[config.mk]
export PLATFORM = sky130hd
export DESIGN_NAME = onehot_rr_arbiter
export DESIGN_NICKNAME = d
export VERILOG_FILES = /design/src/rtl/onehot_rr_arbiter.sv
export SDC_FILE = /design/constraint.sdc
export NUM_CORES = 1
export LEC_CHECK = 0
export CELL_PAD_IN_SITES_DETAIL_PLACEMENT = 1
export CELL_PAD_IN_SITES_GLOBAL_PLACEMENT = 1
export CORE_MARGIN = 4
export CORE_UTILIZATION = 46
export DETAILED_ROUTE_END_ITERATION = 6
export GPL_TIMING_DRIVEN = 0
export PLACE_DENSITY_LB_ADDON = 0.1
export SETUP_SLACK_MARGIN = 0.05
export SYNTH_ARGS = -nofsm -noshare
export SYNTH_HDL_FRONTEND = slang
export SYNTH_SLANG_ARGS = --single-unit
[constraint.sdc]
create_clock -name i_clk -period 12.34 [get_ports i_clk]
set_clock_uncertainty 0.05 [all_clocks]
set_input_delay 1.851 -clock i_clk [delete_from_list [all_inputs] [get_ports i_clk]]
set_output_delay 1.851 -clock i_clk [all_outputs]
set_load 0.03 [all_outputs]
[src/rtl/onehot_rr_arbiter.sv]
// onehot_rr_arbiter
// Round-robin arbiter with a two-state IDLE/GRANT controller. A grant is held
// until the owner signals done, withdraws its request, or the hold limit
// expires (forced release, flagged by a one-cycle o_timeout pulse).
// Grant vector, grant index, busy and timeout are all registered outputs.

module onehot_rr_arbiter #(
    parameter int BITS     = 9,
    parameter int IDXW     = 4,
    parameter int MAX_HOLD = 16
) (
    input  logic            i_clk,
    input  logic            i_rst,
    input  logic [BITS-1:0] i_req,
    input  logic            i_done,
    output logic [BITS-1:0] o_grant,
    output logic [IDXW-1:0] o_grant_idx,
    output logic            o_busy,
    output logic            o_timeout
);

    localparam int HOLDW = 8;

    typedef enum logic {
        IDLE  = 1'b0,
        GRANT = 1'b1
    } state_t;

    state_t            state_r;
    logic [IDXW-1:0]   ptr_r;
    logic [HOLDW-1:0]  hold_r;

    logic [BITS-1:0]   rot_s;
    logic [IDXW-1:0]   off_s;
    logic [IDXW:0]     sum_s;
    logic [IDXW-1:0]   win_s;
    logic [IDXW-1:0]   ptr_next_s;
    logic              owner_req_s;
    logic [BITS-1:0]   win_onehot_s;

    // Round-robin winner search: rotate requests so ptr sits at bit 0, take the lowest set bit, then undo the rotation.
    always_comb begin
        rot_s = BITS'({i_req, i_req} >> ptr_r);
        off_s = '0;
        for (int k = BITS - 1; k >= 0; k--) begin
            if (rot_s[k]) begin
                off_s = IDXW'(k);
            end else begin
                off_s = off_s;
            end
        end
        sum_s = {1'b0, ptr_r} + {1'b0, off_s};
        if (sum_s >= (IDXW + 1)'(BITS)) begin
            win_s = IDXW'(sum_s - (IDXW + 1)'(BITS));
        end else begin
            win_s = IDXW'(sum_s);
        end
        if (win_s == IDXW'(BITS - 1)) begin
            ptr_next_s = '0;
        end else begin
            ptr_next_s = win_s + IDXW'(1);
        end
        win_onehot_s = {{(BITS - 1){1'b0}}, 1'b1} << win_s;
    end

    // The owner is still requesting when its own bit of i_req remains set.
    assign owner_req_s = |(i_req & o_grant);

    // Controller: grant in IDLE, hold / release / forced timeout in GRANT.
    always_ff @(posedge i_clk or posedge i_rst) begin
        if (i_rst) begin
            state_r     <= IDLE;
            ptr_r       <= '0;
            hold_r      <= '0;
            o_grant     <= '0;
            o_grant_idx <= '0;
            o_busy      <= 1'b0;
            o_timeout   <= 1'b0;
        end else begin
            o_timeout <= 1'b0;
            case (state_r)
                IDLE: begin
                    if (|i_req) begin
                        state_r     <= GRANT;
                        o_grant     <= win_onehot_s;
                        o_grant_idx <= win_s;
                        o_busy      <= 1'b1;
                        ptr_r       <= ptr_next_s;
                        hold_r      <= '0;
                    end else begin
                        o_grant     <= '0;
                        o_grant_idx <= '0;
                        o_busy      <= 1'b0;
                    end
                end
                GRANT: begin
                    // Normal release takes priority over a coincident timeout.
                    if (i_done || !owner_req_s) begin
                        state_r     <= IDLE;
                        o_grant     <= '0;
                        o_grant_idx <= '0;
                        o_busy      <= 1'b0;
                        hold_r      <= '0;
                    end else if (hold_r == HOLDW'(MAX_HOLD - 1)) begin
                        state_r     <= IDLE;
                        o_grant     <= '0;
                        o_grant_idx <= '0;
                        o_busy      <= 1'b0;
                        hold_r      <= '0;
                        o_timeout   <= 1'b1;
                    end else begin
                        hold_r <= hold_r + HOLDW'(1);
                    end
                end
                default: begin
                    state_r     <= IDLE;
                    o_grant     <= '0;
                    o_grant_idx <= '0;
                    o_busy      <= 1'b0;
                    hold_r      <= '0;
                end
            endcase
        end
    end

endmodule

==> results of run 1 <==
cells in the mapped netlist (all sizes together), types with 2 or more instances:
master,count
o31ai,5
mux2,3
nand3,9
nand2b,7
o2111a,2
ha,9
a22o,5
nor4,4
o21ai,16
a21oi,8
and3,5
a21o,3
o221ai,2
a32o,3
buf,7
nand2,27
or3,2
clkbuf,5
inv,12
nor2,18
mux2i,16
a211oi,5
o211ai,2
nor3,6
a22oi,6
and2,2
nor2b,6
mux4,3
or2,4
o22ai,2
a31oi,5
dfrtp,28
xnor2,2
through the flow:
step,setup WS (ns),instance area (um^2),std cells
4_1_cts,5.93,2700,356
2_1_floorplan,6.79,2280,259
6_report,5.93,2700,356
5_1_grt,5.48,2700,356
3_5_place_dp,5.67,2630,352
3_3_place_gp,5.71,2630,352
final cells by class:
type / count / area, um^2
Tap cell: 67 / 83.8
Fill cell: 582 / 2050
Timing Repair Buffer: 26 / 260
Buffer: 12 / 63.8
Multi-Input combinational cell: 207 / 1480
Clock buffer: 3 / 41.3
Inverter: 12 / 45.0
Sequential cell: 28 / 701
Clock inverter: 1 / 30.0
worst min path at each step:
| stage | cells past startpoint | to | startpoint | slack, ns |
|---|---|---|---|---|
| floorplan | 1 | hold_r[6] | hold_r[6] | 0.42 |
| detailed placement | 2 | o_busy | o_busy | 0.42 |
| CTS | 2 | o_busy | o_busy | 0.45 |
| finish | 2 | o_busy | o_busy | 0.45 |
| global placement | 2 | o_busy | o_busy | 0.41 |
| global route | 2 | o_grant_idx[2] | o_grant_idx[2] | 0.50 |
worst register-to-register path, cell delays in order, from the launching register on:
cell      delay [ns]
dfrtp_1         0.39
buf_2           0.25
buf_4           0.24
mux2i_1         0.27
o22ai_1         0.16
a22o_1          0.26
o21ai_0         0.17
a211oi_1        0.10
nor3_1          0.23
ha_1            0.22
inv_1           0.06
fa_1            0.66
or2b_2          0.36
nor3_1          0.26
o311ai_2        0.20
a211oi_2        0.40
inv_1           0.16
ha_1            0.35
mux2i_1         0.15
nor2_1          0.05
sequential cells by signal (all words and copies together), names as in the netlist:
register     flops
o_grant          9
hold_r           8
o_grant_idx      4
ptr_r            4
o_busy           1
o_timeout        1
state_r          1
cells by family (layout without fill, tap and decap cells):
logic type / Yosys count / in the layout / synth area share (%)
xor+xnor: 3 / 3 / 1.15
compound gates: 76 / 76 / 24.9
fa+ha+maj: 10 / 10 / 5.81
mux: 22 / 22 / 11.4
simple gates: 96 / 96 / 21.3
buf+inv: 24 / 54 / 4.76
flops: 28 / 28 / 30.7
per-layer routing:
metal / share of wire (%) / GRT usage (%) / up-vias
li1: - / - / 1032
met1: 48 / 30.9 / 1065
met2: 48 / 38.9 / 38
met3: 3.2 / 3.78 / 6
met4: 0.67 / 4.72 / 0
met5: 0 / 0 / -
==> out/metrics.cfg, run 1 <==
[critical_path]
cp_common_cell=ha_1
crit_fanout=8
slowest_stage=clkdlybuf4s50_1
crit_family=adder cells
worstSetupStartpoint=i_req[7]
crit_type=primary input to flip-flop
rrSetupSlack_ns=7.25
reg2reg_from=ptr_r[1]
reg2reg_depth=19
cp-end-kind=flip-flop
worstPathCellList=clkdlybuf4s50_1, mux4_2, mux2i_1, o2bb2ai_1, o21ai_0, a211oi_1, nor3_1, ha_1, inv_1, fa_1, ha_1, nor3_1, o311ai_2, a211oi_2, inv_1, ha_1, mux2i_1, nor2_1
max_stage_delay_ns=0.56
required_ns=12.46
cp.depth=18
critPathCapture=ptr_r[2]
timing.rr.end=ptr_r[2]
worst_setup_path_start_kind=primary input
critical_path_buf_inv_count=3
arrival_ns=6.53

[floorplan]
die_area_um2=6160
start_util_pct=48.1
ios=27
die_y_um=78.5
die_x_um=78.5
num_rows=25
core_area_um2=4750

[timing]
hold_viol_final=0
rsz0062_at_grt=no
period_share_pct=51.9
max_freq_mhz=156
drv_slew=0
hold_ws_ns=0.446
finalSetupViolCount=0
tightest_slew_ns=1.06
max_slew_margin_pct=29.4
period_minus_slack_ns=6.41
tns_ns=0

[detailed_routing]
antenna_left=0
firstDrtPassIters=4
drcViolationCount=0
wl_per_cell_um=18.0
first_iter_violations=167
routed_via_density=6.01
vias=2141
totalWireLength_um=6410

[cells_and_area]
area_growth_pct=18.2
layout_commonest_cell=dfrtp_1
utilization_pct=56.8
drive_gt1_share_pct=10.7
nNetsFinal=312
antenna_cells=0
mostFrequentLayoutCells=dfrtp_1 (28), nand2_1 (27), clkdlybuf4s50_1 (26), nor2_1 (18), mux2i_1 (16)

[cts]
htree_num_levels=1
ctsHoldBuffers=0
cts_setup_buffers=0
numCtsBuffers=3
clk_path_buf_depth=2
ctsResizeCount=0
path_clk_slew_ns=0.10
clock_sinks=28
cts_tree=built
root_buffer=clkbuf_8
worst_skew_pair.late_latency_ns=0.28

[global_route]
grt_first_pass_wirelength_um=11300
grt.overflow.total=0
grt_max_degree=29
grt_usage_pct=22.9
grt_pass1_vias=2330
antenna_found_initial=0

[synthesis]
netlist_area_um2=2280
yosys.area.top_type=dfrtp_1
synth_nets=281
yosys-top-cells-area=dfrtp_1 (31%), mux2i_1 (7.0%), ha_1 (4.9%)
ys.flop_type=dfrtp_1
synth_edf_count=0
synth_top_area_share_pct=30.7
yosysWarnings=0
yosysSeqAreaShare_pct=30.7
ys_seq_elements=28
synthArstFlopShare_pct=100
ys_types=61
avgSynthCellArea_um2=8.82
synth_cells=259

[run]
maxCapViolations=0

[place]
place_congestion=0.834
dp_hpwl_um=4980
port_buffers=26

[min_path]
worstHoldPathType=flip-flop to flip-flop

[run_status]
run_status=finished, final reports clean

Power of run 1 is left out: the tool's default activity adds up to more than one toggle a clock period on the data nets, which glitch-free logic cannot reach.
==> inputs of run 2 (changes only) <==
- CORE_UTILIZATION: 46 -> 43
- clock period: 12.34 -> 5.9 ns (I/O delays scaled with it)
==> out/metrics.cfg, run 2 (same netlist as run 1, synthesis figures left out) <==
[cts]
clock_sinks=28  ; unchanged
root_buffer=clkbuf_8  ; unchanged
numCtsBuffers=3  ; unchanged
ctsHoldBuffers=0  ; unchanged
htree_num_levels=1  ; unchanged
clk_path_buf_depth=2  ; unchanged
cts_tree=built  ; unchanged
path_clk_slew_ns=0.11  ; was 0.10 ns
worst_skew_pair.late_latency_ns=0.28  ; about the same

[run]
maxCapViolations=0  ; unchanged

[detailed_routing]
totalWireLength_um=6650  ; was 6410 um
vias=2137  ; was 2,141
routed_via_density=5.94  ; was 6.01
first_iter_violations=118  ; was 167
antenna_left=0  ; unchanged
firstDrtPassIters=4  ; unchanged
drcViolationCount=0  ; unchanged
wl_per_cell_um=18.5  ; was 18.0 um

[floorplan]
num_rows=26  ; was 25
die_x_um=80.9  ; was 78.5 um
core_area_um2=5140  ; was 4750 um^2
start_util_pct=44.4  ; was 48.1%
ios=27  ; unchanged
die_y_um=80.9  ; was 78.5 um
die_area_um2=6540  ; was 6160 um^2

[place]
port_buffers=26  ; unchanged
dp_hpwl_um=5130  ; was 4980 um
dpl-instance-area_um2=2630  ; about the same
place_ws_ns=0.129  ; was 5.67 ns
place_congestion=0.842  ; was 0.834

[min_path]
hp-start=o_grant_idx[0]  ; was o_busy
worstHoldPathType=flip-flop to flip-flop  ; unchanged

[cells_and_area]
mostFrequentLayoutCells=dfrtp_1 (28), nand2_1 (27), clkdlybuf4s50_1 (26), nor2_1 (18), mux2i_1 (16)  ; unchanged
nNetsFinal=313  ; was 312
final_area_um2=2720  ; was 2700 um^2
layout_commonest_cell=dfrtp_1  ; unchanged
reg.largest.list=o_grant x9, hold_r x8  ; unchanged
drive_gt1_share_pct=11.4  ; was 10.7%
utilization_pct=52.8  ; was 56.8%
largest_register=o_grant  ; unchanged
area_growth_pct=18.8  ; was 18.2%
antenna_cells=0  ; unchanged
largest_reg_flops=9  ; unchanged

[timing]
tightest_slew_ns=1.04  ; was 1.06 ns
max_freq_mhz=184
rsz0062_at_grt=no  ; unchanged
period_minus_slack_ns=5.44
max_slew_margin_pct=30.6  ; was 29.4%
drv_slew=0  ; unchanged
hold_viol_final=0  ; unchanged
finalSetupViolCount=0  ; unchanged
tns_ns=0  ; unchanged
layout_setup_ws_ns=0.460  ; was 5.93 ns
period_share_pct=92.2

[global_route]
met3_usage_pct=2.66  ; was 3.78%
met1_usage_pct=31.5  ; was 30.9%
grt_first_pass_wirelength_um=11300  ; about the same
busiest_layer=met2  ; unchanged
grt_usage_pct=21.9  ; was 22.9%
grt_pass1_vias=2224  ; was 2,330
grt_use_met2_pct=36.7  ; was 38.9%
grt_max_degree=29  ; unchanged
grt.overflow.total=0  ; unchanged
antenna_found_initial=0  ; unchanged

[critical_path]
worst_setup_path_start_kind=primary input  ; unchanged
cp-end-kind=flip-flop  ; unchanged
required_ns=6.03  ; was 12.46 ns
reg2reg_from=ptr_r[1]  ; unchanged
worstSetupStartpoint=i_req[5]  ; was i_req[7]
crit_type=primary input to flip-flop  ; unchanged
crit_fanout=10  ; was 8
arrival_ns=5.57  ; was 6.53 ns

[run_status]
run_status=finished, final reports clean  ; unchanged

## run 2: cell count changes in the layout (fill, tap and decap cells not counted), sizes merged
cell  before  now
buf        7    8
## run 2: cell type report
type	count	area [um^2]
Inverter	12	45.0
Multi-Input combinational cell	207	1480
Clock inverter	1	30.0
Timing Repair Buffer	27	268
Fill cell	652	2420
Buffer	12	63.8
Sequential cell	28	701
Clock buffer	3	41.3
Tap cell	70	87.6
## run 2: worst paths after layout
kind | depth (start not counted) | slack [ns] | to
worst max-delay path | 20 | 0.46 | ptr_r[2]
worst min-delay path | 2 | 0.45 | o_grant_idx[0]
worst max register to register | 21 | 0.85 | ptr_r[2]
worst min register to register | 2 | 0.45 | o_grant_idx[0]
max in group asynchronous | 2 | 4.08 | hold_r[7]
min in group asynchronous | 2 | 1.09 | o_busy
## run 2: stage by stage
step / hold slack [ns] / instances
after floorplan: 0.418 / 259
after global routing: 0.497 / 360
final: 0.447 / 360
after global placement: 0.412 / 355
after detailed placement: 0.419 / 355
after CTS: 0.450 / 359
## run 2: layer usage
metal | vias up | share of wire [%]
li1 | 1032 | -
met1 | 1061 | 49
met2 | 42 | 47
met3 | 2 | 3.8
met4 | 0 | 0.21
met5 | - | 0
## run 2: what timing repair did
action	4_1_cts	5_1_grt
endpoints found under the setup margin	0	1
buffers inserted	0	1
resized for setup	0	2
## run 2: worst max-delay path, stage by stage
cell             delay (ns)
clkdlybuf4s50_1        0.57
mux4_2                 0.52
mux2i_1                0.27
o2bb2ai_1              0.19
o21ai_0                0.13
a211oi_1               0.26
nor3_1                 0.09
ha_1                   0.22
inv_1                  0.07
fa_1                   0.54
ha_1                   0.26
nor3_1                 0.29
o311a_1                0.20
buf_6                  0.13
nor2_1                 0.04
a21oi_1                0.21
ha_1                   0.23
ha_1                   0.26
mux2i_1                0.14
nor2_1                 0.05
Power of run 2 is left out for the same reason.
==> inputs of run 3 (changes only) <==
- REMOVE_ABC_BUFFERS: unset -> 1
==> out/metrics.cfg, run 3 (same netlist as run 1, synthesis figures left out) <==
[critical_path]
crit_fanout=8  ; was 10
crit_family=adder cells  ; unchanged
crit_type=primary input to flip-flop  ; unchanged
slowest_stage=clkdlybuf4s50_1  ; unchanged
cp_common_cell=ha_1  ; unchanged
reg2reg_from=ptr_r[1]  ; unchanged
worstSetupStartpoint=i_req[7]  ; was i_req[5]
cp.depth=18  ; was 20
worst_setup_path_start_kind=primary input  ; unchanged
worstPathCellList=clkdlybuf4s50_1, mux4_2, mux2i_1, o2bb2ai_1, o21ai_0, a211oi_1, nor3_1, ha_1, inv_1, fa_1, ha_1, nor3_2, o311ai_2, a211oi_2, inv_1, ha_1, mux2i_1, nor2_1  ; was clkdlybuf4s50_1, mux4_2, mux2i_1, o2bb2ai_1, o21ai_0, a211oi_1, nor3_1, ha_1, inv_1, fa_1, ha_1, nor3_1, o311a_1, buf_6, nor2_1, a21oi_1, ha_1, ha_1, mux2i_1, nor2_1
reg2reg_depth=17  ; was 21
required_ns=6.03  ; about the same
cp-end-kind=flip-flop  ; unchanged
arrival_ns=5.66  ; was 5.57 ns
critical_path_buf_inv_count=3  ; unchanged
max_stage_delay_ns=0.57  ; about the same

[cells_and_area]
area_growth_pct=17.1  ; was 18.8%
reg.largest.list=o_grant x9, hold_r x8  ; unchanged
antenna_cells=0  ; unchanged
drive_gt1_share_pct=10.0  ; was 11.4%
layout_commonest_cell=dfrtp_1  ; unchanged
fillers=622  ; was 652
largest_register=o_grant  ; unchanged
nNetsFinal=302  ; was 313
largest_reg_flops=9  ; unchanged
utilization_pct=52.0  ; was 52.8%
mostFrequentLayoutCells=dfrtp_1 (28), nand2_1 (27), clkdlybuf4s50_1 (26), nor2_1 (18), mux2i_1 (16)  ; unchanged

[place]
place_ws_ns=0.139  ; was 0.129 ns
place_congestion=0.808  ; was 0.842
dp_hpwl_um=4670  ; was 5130 um
port_buffers=26  ; unchanged

[global_route]
grt_max_degree=29  ; unchanged
grt.overflow.total=0  ; unchanged
met1_usage_pct=29.5  ; was 31.5%
grt_usage_pct=20.5  ; was 21.9%
met3_usage_pct=3.66  ; was 2.66%
grt_use_met2_pct=33.1  ; was 36.7%
grt_pass1_vias=2116  ; was 2,224
grt_first_pass_wirelength_um=10600  ; was 11,300 um
busiest_layer=met2  ; unchanged
antenna_found_initial=0  ; unchanged

[cts]
worst_skew_pair.late_latency_ns=0.28  ; about the same
clock_sinks=28  ; unchanged
numCtsBuffers=3  ; unchanged
clk_path_buf_depth=2  ; unchanged
path_clk_slew_ns=0.10  ; was 0.11 ns
htree_num_levels=1  ; unchanged
root_buffer=clkbuf_8  ; unchanged
cts_tree=built  ; unchanged

[floorplan]
die_x_um=80.9  ; unchanged
die_area_um2=6540  ; unchanged
core_area_um2=5140  ; unchanged
die_y_um=80.9  ; unchanged
ios=27  ; unchanged
start_util_pct=44.4  ; unchanged
num_rows=26  ; unchanged

[detailed_routing]
routed_via_density=5.97  ; was 5.94
wl_per_cell_um=18.2  ; was 18.5 um
firstDrtPassIters=4  ; unchanged
vias=2084  ; was 2,137
drcViolationCount=0  ; unchanged
totalWireLength_um=6360  ; was 6650 um
first_iter_violations=129  ; was 118
antenna_left=0  ; unchanged

[timing]
max_slew_margin_pct=24.0  ; was 30.6%
tns_ns=0  ; unchanged
hold_viol_final=0  ; unchanged
max_freq_mhz=181  ; was 184 MHz
finalSetupViolCount=0  ; unchanged
drv_slew=0  ; unchanged
period_minus_slack_ns=5.53  ; was 5.44 ns
rsz0062_at_grt=no  ; unchanged
tightest_slew_ns=1.13  ; was 1.04 ns
layout_setup_ws_ns=0.366  ; was 0.460 ns
period_share_pct=93.8  ; was 92.2%

[min_path]
hp-start=o_grant_idx[3]  ; was o_grant_idx[0]
whs_path_depth=2  ; unchanged
worstHoldPathType=flip-flop to flip-flop  ; unchanged

[run]
maxCapViolations=0  ; unchanged

[run_status]
run_status=finished, final reports clean  ; unchanged

==> run 3: repair_timing <==
| action | CTS | global route |
|---|---|---|
| buffers inserted | 0 | 1 |
| hold buffers | 0 | 0 |
| setup endpoints to repair | 0 | 1 |
| hold endpoints to repair | 0 | 0 |
| resized for setup | 0 | 4 |
==> run 3: layout make-up <==
cell class	instances	area (um^2)	area share, %
clock buffer	3	41.3	1.54
clock inverter	1	30.0	1.12
inverter	12	45.0	1.68
multi-input combinational	207	1500	55.9
sequential	28	701	26.2
tap	70	87.6	3.27
timing repair buffer	28	275	10.3
==> run 3: layer usage <==
metal	up-vias	wire, um	share of wire, %
li1	1014	-	-
met1	1027	3100	49
met4	0	17	0.27
met3	4	259	4.1
met5	-	0	0
met2	39	2980	47
==> run 3: worst register-to-register path, stage by stage (launching register included) <==
cell	delay, ns
dfrtp_1	0.88
mux4_2	0.59
mux2i_1	0.29
o2bb2ai_1	0.20
o21ai_0	0.13
a211oi_1	0.28
nor3_1	0.10
ha_1	0.21
inv_1	0.08
fa_1	0.54
ha_1	0.27
nor3_2	0.26
o311ai_2	0.18
a211oi_2	0.46
inv_1	0.18
ha_1	0.33
mux2i_1	0.13
nor2_1	0.05
==> run 3: through the flow <==
stage / hold WS, ns / area (um^2) / cells
after floorplan: 0.418 / 2220 / 247
after global placement: 0.415 / 2570 / 343
after detailed placement: 0.420 / 2570 / 343
after CTS: 0.454 / 2640 / 347
after global routing: 0.481 / 2680 / 349
final: 0.447 / 2680 / 349
==> run 3: path summary, 6_finish.rpt <==
| check | endpoint | slack [ns] |
|---|---|---|
| max in group asynchronous | hold_r[7] | 4.04 |
| min in group asynchronous | o_grant_idx[2] | 1.11 |
| worst max-delay path | ptr_r[2] | 0.37 |
| worst min register to register | o_grant_idx[3] | 0.45 |
| worst max register to register | ptr_r[2] | 0.59 |
| worst min-delay path | o_grant_idx[3] | 0.45 |
Power of run 3 is left out for the same reason.
